$ cat config.mk
export PLATFORM = sky130hd
export DESIGN_NAME = shift_arbiter
export DESIGN_NICKNAME = d
export VERILOG_FILES = /design/src/rtl/shift_arbiter.sv
export SDC_FILE = /design/constraint.sdc
export NUM_CORES = 1
export LEC_CHECK = 0
export CAP_MARGIN = 10
export CORE_ASPECT_RATIO = 0.5
export CORE_MARGIN = 5
export CORE_UTILIZATION = 33
export DETAILED_ROUTE_END_ITERATION = 6
export PLACE_DENSITY = 0.88
export SETUP_SLACK_MARGIN = 0.05
export SYNTH_ARGS = -nofsm -noshare
export SYNTH_HDL_FRONTEND = slang
export SYNTH_SLANG_ARGS = --single-unit
$ cat constraint.sdc
create_clock -name clock -period 1.5 [get_ports clock]
set_input_delay 0.15 -clock clock [delete_from_list [all_inputs] [get_ports clock]]
set_output_delay 0.15 -clock clock [all_outputs]
set_load 0.03 [all_outputs]
$ cat src/rtl/shift_arbiter.sv
// rtl/shift_arbiter.sv - two-requester arbiter in front of a shared external shifter, with a one-deep result register
// Optional feature macro: SHIFT_ARB_RR_EN (round-robin on contention; fixed priority to requester 0 otherwise)
module shift_arbiter #(
   parameter int CNT_W = 16
) (
   input  logic             clock,
   input  logic             reset_n,
   input  logic             req0_valid,
   output logic             req0_ready,
   input  logic [31:0]      req0_data,
   input  logic [4:0]       req0_amt,
   input  logic             req0_op,
   input  logic             req1_valid,
   output logic             req1_ready,
   input  logic [31:0]      req1_data,
   input  logic [4:0]       req1_amt,
   input  logic             req1_op,
   output logic [31:0]      sh_data,
   output logic [4:0]       sh_amt,
   output logic             sh_op,
   input  logic [31:0]      sh_result,
   output logic             rsp_valid,
   input  logic             rsp_ready,
   output logic [31:0]      rsp_data,
   output logic             rsp_id,
   output logic [CNT_W-1:0] gnt_cnt0,
   output logic [CNT_W-1:0] gnt_cnt1
);

   typedef enum logic {
      EMPTY = 1'b0,
      FULL  = 1'b1
   } state_t;

   localparam logic [CNT_W-1:0] CNT_ONE = CNT_W'(1);
   localparam logic [CNT_W-1:0] CNT_MAX = {CNT_W{1'b1}};

   state_t state;
   state_t state_next;
   logic   slot_free;
   logic   pri0;
   logic   grant0;
   logic   grant1;
   logic   hs;

`ifdef SHIFT_ARB_RR_EN
   logic last;

   // Contention goes to requester 0 whenever requester 1 was the last one served.
   always_comb begin
      pri0 = last;
   end

   // Remember who was served most recently; reset value lets requester 0 win first.
   always_ff @(posedge clock or negedge reset_n) begin
      if (!reset_n) begin
         last <= 1'b1;
      end else if (hs) begin
         last <= req1_ready;
      end
   end
`else
   // Fixed priority: requester 0 always wins contention.
   always_comb begin
      pri0 = 1'b1;
   end
`endif

   // Slot accepts a new result when empty, or when the held result drains this cycle.
   always_comb begin
      slot_free = (state == EMPTY) || rsp_ready;
   end

   // Pick at most one valid requester; readies are gated by slot availability and reset.
   always_comb begin
      grant0 = 1'b0;
      grant1 = 1'b0;
      if (req0_valid && req1_valid) begin
         grant0 = pri0;
         grant1 = ~pri0;
      end else begin
         grant0 = req0_valid;
         grant1 = req1_valid;
      end
      req0_ready = reset_n & slot_free & grant0;
      req1_ready = reset_n & slot_free & grant1;
      hs         = req0_ready | req1_ready;
   end

   // Shifter operands follow the granted requester, defaulting to requester 0.
   always_comb begin
      if (req1_ready) begin
         sh_data = req1_data;
         sh_amt  = req1_amt;
         sh_op   = req1_op;
      end else begin
         sh_data = req0_data;
         sh_amt  = req0_amt;
         sh_op   = req0_op;
      end
   end

   // Next-state: a handshake always fills the slot; a drain without refill empties it.
   always_comb begin
      state_next = state;
      if (hs) begin
         state_next = FULL;
      end else if ((state == FULL) && rsp_ready) begin
         state_next = EMPTY;
      end
   end

   // State register.
   always_ff @(posedge clock or negedge reset_n) begin
      if (!reset_n) begin
         state <= EMPTY;
      end else begin
         state <= state_next;
      end
   end

   // Result register captures the shifter output on a handshake and holds otherwise.
   always_ff @(posedge clock or negedge reset_n) begin
      if (!reset_n) begin
         rsp_data <= 32'd0;
         rsp_id   <= 1'b0;
      end else if (hs) begin
         rsp_data <= sh_result;
         rsp_id   <= req1_ready;
      end
   end

   // Saturating per-requester grant counters.
   always_ff @(posedge clock or negedge reset_n) begin
      if (!reset_n) begin
         gnt_cnt0 <= '0;
         gnt_cnt1 <= '0;
      end else begin
         if (req0_ready && (gnt_cnt0 != CNT_MAX)) begin
            gnt_cnt0 <= gnt_cnt0 + CNT_ONE;
         end
         if (req1_ready && (gnt_cnt1 != CNT_MAX)) begin
            gnt_cnt1 <= gnt_cnt1 + CNT_ONE;
         end
      end
   end

   // Slot occupancy is the externally visible response valid.
   always_comb begin
      rsp_valid = (state == FULL);
   end

endmodule

==> metrics.md <==
| Metric | Value |
|---|---|
| All-layer global routing usage | roughly 30% |
| Multi-input gate area | 2550 um^2 |
| Total of max-cap violations | 0 |
| Die H | slightly above 80 um |
| Worst slew pin tran | around 540 ps |
| RSZ-0062 raised after global routing | yes |
| CTS buffer count | 9 |
| Die width | between 150 and 200 um |
| Max stage delay cell, worst path | clkdlybuf4s50_1 |
| Cell taking the most area after synthesis | dfrtp_1 |
| Number of global-route vias before repair | 4,549 |
| Total die area | 12,300 um^2 |
| Worst Path Class, Setup | primary input to primary output |
| FF+latch area | 1690 um^2 |
| Power per cell area | ~1100 nW/um^2 |
| Fin crit share | 124% |
| I/O Pins | 219 |
| Startpoint types | primary input |
| Fillers | between 400 and 500 |
| Yosys top cell area share | approximately half |
| Final Skew | 7.90 ps |
| Adder-cell share of the synthesized area | less than 1% |
| DRC | 0 |
| # rows | 25 |
| Layout cells sized above 1 | approximately 55% |
| DRT Wirelength | ~22,000 um |
| Fin. max-slew vios | 0 |
| Crit path cell chain | clkdlybuf4s50_1 > nor2b_4 > nand3_4 > buf_8 > buf_12 > nand2_2 > nand2_2 > buf_6 |
| Yosys warns | 0 |
| TNS Setup | -25,670 ps |
| Port Buf Inserts | around 220 |
| Final #Nets | between 700 and 800 |
| DP HPWL | ~11,000 um |
| Clock Sinks | 66 |
| Pre-Repair DR Iteration Count | 5 |
| Reg clk slew, reported paths | approximately 60 ps |
| Vias per cell | 5.65 |
| Sequential fraction of the synthesis area | between 40 and 50% |
| WP data required | 1350 ps |
| Worst-path maximum fanout | 6 |
| Library cells used by synthesis | 37 |
| Cells after synthesis | 344 |
| Hold Path Stages | 2 |
| # setup viols final | approximately 100 |
| Syn nets | 459 |
| Synth Area in Simple Gates | approximately 28% |
| Vias | 4,532 |
| CP Depth | 8 |
| Crit path largest cell delay | around 460 ps |
| Skew-Pair Late Insertion Delay | approximately 340 ps |
| Most used cell along the critical path | nand2_2 |
| Most area-consuming cells after synthesis | dfrtp_1 (50%), nand2_1 (14%), mux2_2 (11%) |
| LEAKAGE | around 3.8 nW |
| Placer Congestion | approximately 0.86 |
| Slew margin rel. | 63.8% |
| Yosys reg bits | between 60 and 70 |
| Largest family of logic cells by synthesized area | simple AND/OR/NAND/NOR gates |
| R2r worst-path depth | 9 |
| Post-synthesis mux area share | approximately 12% |
| CTS tree | built |
| Antenna violations before repair | 0 |
| HP Class | primary input to flip-flop |
| Total global routing overflow | 0 |
| WL/cell | 26.9 um |
| Status | finished, violations left |
| DR iter-0 viols | ~430 |
| Fmax | approximately 540 MHz |
| Core Box Area | between 9000 and 10,000 um^2 |
| CP Capture Type | primary output |
| H-Tree Depth | 3 |
| Worst IR Drop VDD | 1.07 mV |
| Initial Util | ~35% |
| Final Power | 8.63 mW |
| Synth-to-layout area growth | 141% |
| Synthesized area per cell | ~9.7 um^2 |
| Max clock buf depth | 2 |
| Antenna cells | 0 |
| Minimum clock period after layout | ~1900 ps |
| First-pass GRT wire length | approximately 28,000 um |
| Cell area after synthesis | roughly 3300 um^2 |
| Failing checks | negative setup slack |
| Root Buffer | clkbuf_16 |
| Post-synthesis xor/xnor area fraction | ~6.6% |
| WP data arrival | about 1700 ps |
| Final number of hold-violating endpoints | 0 |
| Crit path buffers/inverters | 4 |
| Post-route antenna net violation count | 0 |
| Crit path max-delay family | buffers and inverters |
| Compound-Gate Fraction of Synth Area | less than 1% |
| Final critical-path setup slack | -353 ps |
| Largest net degree at the start of global routing | 42 |
## synth_stat cells, drive strengths merged
| master | number |
|---|---|
| a21oi | 2 |
| a31oi | 2 |
| and2 | 1 |
| and3 | 1 |
| and4 | 2 |
| buf | 5 |
| clkbuf | 6 |
| dfrtp | 66 |
| ha | 2 |
| inv | 4 |
| mux2 | 36 |
| nand2 | 127 |
| nand2b | 1 |
| nand3 | 11 |
| nand3b | 1 |
| nand4 | 13 |
| nand4bb | 1 |
| nor2 | 11 |
| nor2b | 3 |
| nor3 | 8 |
| nor3b | 2 |
| nor4 | 9 |
| nor4b | 2 |
| o21ai | 2 |
| or3 | 1 |
| xnor2 | 7 |
| xor2 | 18 |
## metrics by stage
step	area, um^2	hold slack [ps]	std cells	worst slack (ps)	util, %
3_3_place_gp	6480	132	748	-344	67.3
6_report	8040	425	802	-353	83.4
2_1_floorplan	3740	-146	344	-161	-
5_1_grt	8040	416	802	-373	83.4
3_5_place_dp	6480	141	748	-367	67.3
4_1_cts	7430	344	785	-207	77.2
## worst reg2reg max path: stages (launching register included)
cell and delay (ps):
dfrtp_2 400, nand2b_4 90, buf_4 140, buf_6 120, nand3_4 80, clkinv_4 70, nor2_4 130, buf_12 160
clkbuf_16 180, mux2_4 320
## layout by cell type, fill, tap and decap left out, drive strengths merged
cell type      instances
ha                     2
o21ai                  2
nor4b                  2
and2                   1
clkbuf                26
nand3                 11
clkdlybuf4s15          5
bufinv                 2
nor4                   9
a21oi                  2
or3                    1
nor3b                  2
nor3                   8
nor2b                  3
inv                    4
xor2                  18
dlygate4sd3            2
nand4bb                1
clkdlybuf4s50        109
and4                   2
nand3b                 1
clkinv                 3
nand4                 13
nand2b                 1
and3                   1
buf                  134
a31oi                  2
dlygate4sd2           50
mux2                  36
nand2                127
dfrtp                 66
clkinvlp               2
xnor2                  7
dlymetal6s2s           1
nor2                  11
## state kept, by name (all words and copies together), names as in the netlist
| register | flops |
|---|---|
| gnt_cnt0 | 16 |
| gnt_cnt1 | 16 |
| rsp_valid | 1 |
| rsp_id | 1 |
| rsp_data | 32 |
## metal layers
layer | vias to the layer above | global-route usage (%) | wire [um]
li1 | 1806 | - | -
met1 | 2242 | 34.5 | 7970
met2 | 374 | 52.1 | 10300
met3 | 110 | 9.15 | 2050
met4 | 0 | 15.2 | 1190
met5 | - | 0 | 0
## cell families (layout without fill, tap and decap cells)
kind of cell,count (synthesis),in the layout
multiplexers,36,36
AO/OA/AOI/OAI,6,6
flip-flops,66,66
adder cells (fa/ha/maj),2,2
buffers and inverters,15,338
AND/OR/NAND/NOR,194,194
XOR/XNOR,25,25
## where the power goes
| group | total [mW] | switching (mW) | internal [mW] |
|---|---|---|---|
| registers | 2.52 | 0.392 | 2.13 |
| clock network | 2.40 | 0.929 | 1.47 |
| logic | 3.70 | 2.03 | 1.67 |
## area by class of cell
| class | instances | area share, % |
|---|---|---|
| multi-input cells | 263 | 31.7 |
| inverters | 4 | 0.405 |
| well taps | 135 | 2.10 |
| clock buffers | 9 | 2.80 |
| clock inverters | 7 | 1.26 |
| flip-flops and latches | 66 | 21.0 |
| repair buffers | 318 | 40.6 |
## repair_timing
action,CTS,global route
setup buffers,17,14
hold endpoints to repair,49,0
resized for setup,178,116
hold buffers,2,0
endpoints found under the setup margin,164,118
gates cloned,4,7
pin swaps,28,80
## path summary, 6_finish.rpt
kind,from,end,slack (ps)
max reg2reg,rsp_valid$_DFFE_PN0P_,rsp_data[11]$_DFFE_PN0P_,-310
min in group asynchronous,reset_n,gnt_cnt0[3]$_DFFE_PN0P_,440
min,sh_result[8],rsp_data[8]$_DFFE_PN0P_,430
min reg2reg,rsp_data[7]$_DFFE_PN0P_,rsp_data[7]$_DFFE_PN0P_,500
max in group asynchronous,reset_n,gnt_cnt1[15]$_DFFE_PN0P_,490
max,req1_valid,sh_data[15],-350
Note: power is estimated with default switching activity, not from simulation.
